**src/rtl/bus_timer.sv**
```systemverilog
// bus_timer: memory-mapped prescaled down-counter with reload, expiry flag and irq (optional IRQ via BUS_TIMER_IRQ_EN)
module bus_timer #(
  parameter int          PRESCALE_WIDTH = 16,
  parameter logic [31:0] RESET_RELOAD   = 32'h0000_0000
) (
  input  logic        clock,
  input  logic        reset,
  input  logic        select,
  input  logic [1:0]  address,
  input  logic [31:0] data_in,
  input  logic [3:0]  data_strobes,
  input  logic        read,
  input  logic        write,
  output logic [31:0] data_out,
  output logic        irq
);
  logic                      enable, auto_reload, irq_en, expired;
  logic [PRESCALE_WIDTH-1:0] prescale, pcnt;
  logic [31:0]               reload, count;
  logic                      wr_en, wr_ctrl, wr_ps, wr_rl, wr_cnt, tick, expire, clear;
  logic [31:0]               ps_merged, rl_merged, cnt_merged, ctrl_val, rd_val;

  function automatic logic [31:0] merge(input logic [31:0] o, input logic [31:0] n, input logic [3:0] s);
    logic [31:0] r;
    r = o;
    for (int i = 0; i < 4; i++) if (s[i]) r[8*i+:8] = n[8*i+:8];
    return r;
  endfunction

  // decode bus writes, prescaler tick and expiry, and the read mux
  always_comb begin
    wr_en      = select & write & |data_strobes;
    wr_ctrl    = wr_en & (address == 2'd0);
    wr_ps      = wr_en & (address == 2'd1);
    wr_rl      = wr_en & (address == 2'd2);
    wr_cnt     = wr_en & (address == 2'd3);
    clear      = wr_ctrl & data_strobes[1] & data_in[8];
    tick       = enable & (pcnt == '0);
    expire     = tick & (count == 32'd0) & ~wr_cnt;
    ps_merged  = merge(32'(prescale), data_in, data_strobes);
    rl_merged  = merge(reload, data_in, data_strobes);
    cnt_merged = merge(count, data_in, data_strobes);
    ctrl_val   = {23'd0, expired, 5'd0, irq_en, auto_reload, enable};
    rd_val     = address == 2'd0 ? ctrl_val :
                 address == 2'd1 ? 32'(prescale) :
                 address == 2'd2 ? reload : count;
    data_out   = (select & read) ? rd_val : 32'h0;
  end

  // register file, prescaler and counter; one-shot auto-clear overrides a same-cycle ENABLE write
  always_ff @(posedge clock or posedge reset)
    if (reset) begin
      enable      <= 1'b0;
      auto_reload <= 1'b0;
      expired     <= 1'b0;
      prescale    <= '0;
      pcnt        <= '0;
      reload      <= RESET_RELOAD;
      count       <= 32'd0;
    end else begin
      enable      <= (expire & ~auto_reload) ? 1'b0 : (wr_ctrl & data_strobes[0]) ? data_in[0] : enable;
      auto_reload <= (wr_ctrl & data_strobes[0]) ? data_in[1] : auto_reload;
      expired     <= expire | (expired & ~clear);
      prescale    <= wr_ps ? ps_merged[PRESCALE_WIDTH-1:0] : prescale;
      reload      <= wr_rl ? rl_merged : reload;
      count       <= wr_cnt ? cnt_merged :
                     tick ? (count != 32'd0 ? count - 32'd1 : auto_reload ? reload : count) : count;
      pcnt        <= wr_cnt ? prescale :
                     enable ? (pcnt == '0 ? prescale : pcnt - PRESCALE_WIDTH'(1)) : pcnt;
    end

`ifdef BUS_TIMER_IRQ_EN
  // interrupt enable bit; irq follows the registered flag with no extra delay
  always_ff @(posedge clock or posedge reset)
    if (reset) irq_en <= 1'b0;
    else irq_en <= (wr_ctrl & data_strobes[0]) ? data_in[2] : irq_en;
  assign irq = expired & irq_en;
`else
  assign irq_en = 1'b0;
  assign irq    = 1'b0;
`endif
endmodule

```
**config.mk**
```make
export PLATFORM = sky130hd
export DESIGN_NAME = bus_timer
export DESIGN_NICKNAME = d
export VERILOG_FILES = /design/src/rtl/bus_timer.sv
export SDC_FILE = /design/constraint.sdc
export NUM_CORES = 1
export LEC_CHECK = 0
export ABC_AREA = 1
export CELL_PAD_IN_SITES_DETAIL_PLACEMENT = 2
export CELL_PAD_IN_SITES_GLOBAL_PLACEMENT = 2
export CORE_ASPECT_RATIO = 0.5
export CORE_UTILIZATION = 34
export DETAILED_ROUTE_END_ITERATION = 7
export GPL_TIMING_DRIVEN = 0
export PLACE_DENSITY_LB_ADDON = 0.2
export SETUP_SLACK_MARGIN = 0.02
export SYNTH_ARGS = -nofsm -noshare
export SYNTH_HDL_FRONTEND = slang
export SYNTH_SLANG_ARGS = --single-unit
```
**constraint.sdc**
```tcl
create_clock -name clock -period 4.45 [get_ports clock]
set_input_delay 0.445 -clock clock [delete_from_list [all_inputs] [get_ports clock]]
set_output_delay 0.445 -clock clock [all_outputs]
set_load 0.005 [all_outputs]
```
==> flow_summary.yaml, run 1 <==
sta:
  hold_ws_ps: 502.3
  skew_ps: 8.462
  fin_crit_ps: 3431
  hold_violations: 0
  rsz0062_at_grt: "false"
  setup_viol: 0
  timing.fmax_mhz: 291.4
  tightest_slew_ps: 741.0
  setup_tns_ps: 0
  slew_headroom_pct: 50.60
  maxSlewViolCount: 0
  finalCritPeriodShare_pct: 77.11
worst_setup_path:
  crit_end: "data_out[7]"
  r2r_cells: 10
  cp.required_ps: 4010
  r2r-start: "count[0]"
  regToRegSetupSlack_ps: 2070
  cp-end-kind: "output pin"
  worstSetupStartpointType: "primary input"
  worst-path-max-fanout: 10
  reg2reg_to: "count[4]"
  arrival_ps: 2990
  worstSetupPathType: "primary input to output pin"
  setup.worst_path.start: "address[1]"
cts:
  postCtsSetupBuffers: 0
  cts_buffer_depth: 2
  cts_htree_levels: 3
  cts_tree: "done"
  clock-root-buffer: "clkbuf_16"
  post_cts_resized: 0
  cts.sinks: 99
  cts.clk_slew.worst_paths_ps: 70
  numCtsBuffers: 9
  clk_latency_ps: 380
  hold_buffers: 0
grt:
  grt_max_degree: 53
  antenna_found_initial: 0
  grt_use_total_pct: 28.36
  overflow: 0
  grt_pass1_wl_um: 43920
  grt_pass1_vias: 7621
synth:
  yosysTopAreaCell: "dfrtp_1"
  synth_mux_area_share_pct: 3.122
  synth_edf_count: 0
  avgSynthCellArea_sq_um: 6.812
  synth_cell_types: 39
  synth_compound_area_share_pct: 12.58
  synthFlopType: "dfrtp_1"
  ys_warn_count: 0
  ys_ff_latch: 99
  synth_area_sq_mm: 0.006853
  synth_xor_area_share_pct: 2.045
  synth_nets: 1053
  synth_common_cells: "nand2_1 (309), dfrtp_1 (99), inv_1 (99)"
  synth_top_family_by_area: "simple AND/OR/NAND/NOR gates"
  synth_fa_ha_area_share_pct: 0.7303
  synth-simple-area-share_pct: 36.88
  synth.area.top_cells: "dfrtp_1 (36%), nand2_1 (17%), nand3_1 (6.4%), o21ai_0 (6.4%), inv_1 (5.4%)"
  syn_inst: 1006
  synth.most_common_cell: "nand2_1"
  synth-seq-area-share_pct: 36.15
  yosysTopAreaCellShare_pct: 36.15
  async_reset_ff_share_pct: 100.0
die:
  dieArea_sq_mm: 0.02076
  fp.dieH_um: 102.4
  num_io_pins: 76
  coreArea_sq_mm: 0.01959
  dieWidth_um: 202.8
  rows: 36
  start_util_pct: 34.97
detailed_routing:
  drt_iter0_drc: 294
  vias: 7152
  routedWlPerCell_um: 20.66
  viasPerCell: 5.247
  first_pass_iters: 4
  drc: 0
  routed_wl_um: 28160
  antenna_left: 0
worst_hold_path:
  hold_class: "register to register"
  holdPathStages: 2
placed_design:
  dpl.hpwl_um: 21660
  io_buffers: 74
  place.gp.congestion: 0.8484
  place_inst: 1347
power_and_ir_drop:
  vdd_drop_max_v: 0.0001985
  power.density_mw_per_mm2: 484.4
  p_leak_uw: 0.003807
  total_power_uw: 4013
flow_run:
  maxCapViolations: 0
cells_and_area:
  final_cells: 1363
  drive_gt1_share_pct: 11.12
  synthToLayoutAreaGrowth_pct: 20.91
  num-nets-final: 1139
  antenna_cells: 0
outcome:
  outcome: "completed"
[per-stage QoR]
| step | setup slack (ps) | cell area (sq um) | util, % |
|---|---|---|---|
| floorplan | 1415 | 6853 | - |
| global placement | -468.3 | 7926 | 40.45 |
| detailed placement | 1019 | 7956 | 40.61 |
| CTS | 1011 | 8285 | 42.29 |
| global route | 831.9 | 8285 | 42.29 |
| finish | 1019 | 8285 | 42.29 |
[layer usage]
metal	track usage, %	share of wire, %	routed length [um]	vias up
li1	-	-	-	3403
met1	37.30	47	13340	3609
met2	48.18	47	13300	110
met3	5.804	3.8	1067	30
met4	6.825	1.6	459	0
met5	0	0	0	-
[sequential cells by signal, indices dropped and copies added, names as in the netlist]
name,cells
pcnt,16
enable,1
expired,1
count,32
prescale,16
reload,32
auto_reload,1
[cell type report]
class / instances / area (sq um)
Buffer: 31 / 152.6
Sequential cell: 99 / 2477
Fill cell: 2352 / 11310
Timing Repair Buffer: 75 / 768.2
Clock buffer: 12 / 256.5
Multi-Input combinational cell: 767 / 3797
Tap cell: 266 / 332.8
Inverter: 109 / 427.9
Clock inverter: 4 / 72.57
[where the power goes]
part	internal, uW	switching (uW)	leakage, uW
sequential	1170	324	0.00122
clock	523	392	0.000159
combinational	556	1040	0.00242
[how the worst min path moves through the flow]
stage | from | end | slack [ps]
2_1_floorplan | expired | expired | 450
5_1_grt | expired | expired | 520
6_report | expired | expired | 500
3_5_place_dp | expired | expired | 480
3_3_place_gp | expired | expired | 470
4_1_cts | expired | expired | 500
[layout by cell type (no fill, tap or decap), drive strengths merged, types with 4 or more instances in the layout]
master,instances
xor2,13
o21ai,94
o21bai,5
or2,22
nand4,8
nor3,9
inv,107
o211ai,5
nand3,91
nor2,115
mux2,19
clkdlybuf4s50,74
nand2,318
clkbuf,24
a21oi,51
o22ai,6
dfrtp,99
ha,4
buf,20
[kinds of logic (layout without fill, tap and decap cells)]
logic type | after synthesis | count (layout)
DFF | 99 | 99
adders and majority gates | 4 | 4
other | 1 | 1
AOI/OAI and AO/OA | 164 | 164
muxes | 19 | 19
xor gates and xnor gates | 16 | 16
and+or+nand+nor | 563 | 563
buffers and inverters | 140 | 231
[worst max-delay path, stage by stage]
cell	delay [ps]
clkdlybuf4s50_1	690
inv_1	100
nor2_2	170
buf_2	280
buf_2	270
o21ai_0	170
o21ai_0	330
inv_1	70
clkdlybuf4s50_1	440
No activity file was read; power rests on OpenSTA's default activity.
==> run 2: changes to the inputs <==
- CORE_UTILIZATION: 34 -> 29
- clock period: 4.45 -> 3 ns (I/O delays scaled with it)
==> run 2 against run 1 <==
Non-clock buffer count is the same. Critical endpoint is now data_out[14]. Critical path type unchanged. Clock-buffer cell count shrank 1. Worst hold slack lost 110 ps. Core utilization shrank 5.9 points. Via count shrank 1.9%. Combinational power grew 47%. Setup slack lost 870 ps. Clock skew grew 5.3 ps. Clock power grew 62%. Sequential power grew 47%. Sequential share of layout area shrank 0.31 points.
==> flow_summary.yaml, run 2 (synthesis gave the netlist of run 1 again) <==
power_and_ir_drop:
  p_leak_uw: 0.003826
  power.density_mw_per_mm2: 721.9
  vdd_drop_max_v: 0.0002421
worst_hold_path:
  hold_class: "primary input to async pin"
detailed_routing:
  drc: 0
  antenna_left: 0
  first_pass_iters: 4
  vias: 7016
  routedWlPerCell_um: 19.92
  viasPerCell: 4.997
  routed_wl_um: 27960
  drt_iter0_drc: 345
cells_and_area:
  drive_gt1_share_pct: 11.30
  num-nets-final: 1139
  final_cells: 1404
  antenna_cells: 0
  fill_cells: 2742
  synthToLayoutAreaGrowth_pct: 22.17
  layout_commonest_cell: "nand2_1"
  layout_common_cells: "nand2_1 (308), dfrtp_1 (99), inv_1 (98)"
  top_regs: "count (32), reload (32)"
cts:
  cts_htree_levels: 3
  post_cts_resized: 2
  cts.clk_slew.worst_paths_ps: 80
  clk_latency_ps: 390
  cts_buffer_depth: 2
  postCtsSetupBuffers: 0
  hold_buffers: 0
  cts_tree: "done"
  clock-root-buffer: "clkbuf_16"
  cts.sinks: 99
  numCtsBuffers: 9
sta:
  hold_violations: 0
  timing.fmax_mhz: 351.2
  setup_tns_ps: 0
  rsz0062_at_grt: "false"
  slew_headroom_pct: 48.55
  setup_viol: 0
  fin_ws_ps: 152.8
  skew_ps: 13.75
  tightest_slew_ps: 771.7
  finalCritPeriodShare_pct: 94.91
  maxSlewViolCount: 0
  fin_crit_ps: 2847
die:
  dieArea_sq_mm: 0.02429
  rows: 39
  coreArea_sq_mm: 0.02298
  num_io_pins: 76
  dieWidth_um: 219.4
  fp.dieH_um: 110.7
  start_util_pct: 29.82
worst_setup_path:
  reg2reg_to: "count[4]"
  critPathBufInv: 5
  arrival_ps: 2550
  worstSetupPathType: "primary input to output pin"
  path_cells: "clkdlybuf4s50_1, nor2_2, buf_2, buf_2, o21ai_0, o21ai_0, inv_1, clkdlybuf4s50_1"
  r2r-start: "count[0]"
  max_stage_delay_ps: 500
  regToRegSetupSlack_ps: 720
  cp.required_ps: 2700
  critical_path.top_delay_family: "buffers and inverters"
  r2r_cells: 10
  slowest_stage: "clkdlybuf4s50_1"
  worstSetupStartpointType: "primary input"
  worst-path-max-fanout: 10
  cp-end-kind: "output pin"
placed_design:
  place.gp.congestion: 0.8585
  io_buffers: 74
  dpl.hpwl_um: 22010
  place_ws_ps: -77.52
  place_inst: 1388
grt:
  antenna_found_initial: 1
  grt_use_total_pct: 24.48
  grt_pass1_vias: 7850
  grt_pass1_wl_um: 45080
  overflow: 0
  grt_max_degree: 55
flow_run:
  maxCapViolations: 0
outcome:
  outcome: "completed"
run 2: how the worst max path moves through the flow:
stage	from	depth (start not counted)	slack, ps	end
after global routing	address[0]	8	30	data_out[14]
after CTS	address[0]	8	130	data_out[8]
final	address[0]	8	150	data_out[14]
after global placement	reset	2	-1970	reload[25]
after detailed placement	select	9	-80	data_out[7]
after floorplan	reset	1	110	auto_reload
run 2: worst reg2reg max path, cell delays in order, from the launching register on:
cell      delay, ps
dfrtp_1         400
inv_1           200
ha_1            300
nand2_1          90
nor2_2          150
nand4_1         160
clkbuf_1        330
o21ai_0         230
nand3_1         120
nand3_1         140
nand2_1          60
run 2: layout make-up:
type / instances / area (sq um) / share of cell area (%)
buffer: 31 / 153.9 / 1.838
timing repair buffer: 75 / 767.0 / 9.162
multi-input combinational: 767 / 3804 / 45.43
clock buffer: 11 / 232.7 / 2.780
clock inverter: 5 / 125.1 / 1.495
sequential: 99 / 2477 / 29.59
tap: 307 / 384.1 / 4.588
inverter: 109 / 427.9 / 5.111
run 2: power breakdown:
group	switching [uW]	leakage, uW	internal (uW)	total [uW]
sequential	469	0.00122	1740	2210
combinational	1520	0.00243	827	2350
clock	585	0.000174	900	1480
total	2580	0.00383	3470	6040
run 2: routing by layer:
layer / up-vias / part of all wire [%] / global-route usage, %
li1: 3399 / - / -
met1: 3548 / 49 / 32.91
met5: - / 0 / 0
met2: 49 / 48 / 41.43
met4: 0 / 1.0 / 4.861
met3: 20 / 2.3 / 3.813
run 2: through the flow:
step / cell area (sq um) / total power (uW) / hold WS (ps) / util, %
floorplan: 6853 / 3673 / 417.0 / -
global placement: 7978 / 4410 / 475.9 / 34.71
detailed placement: 8008 / 4574 / 513.1 / 34.84
CTS: 8367 / 6102 / 437.7 / 36.40
global route: 8372 / 6505 / 463.7 / 36.43
finish: 8372 / 6044 / 393.8 / 36.43
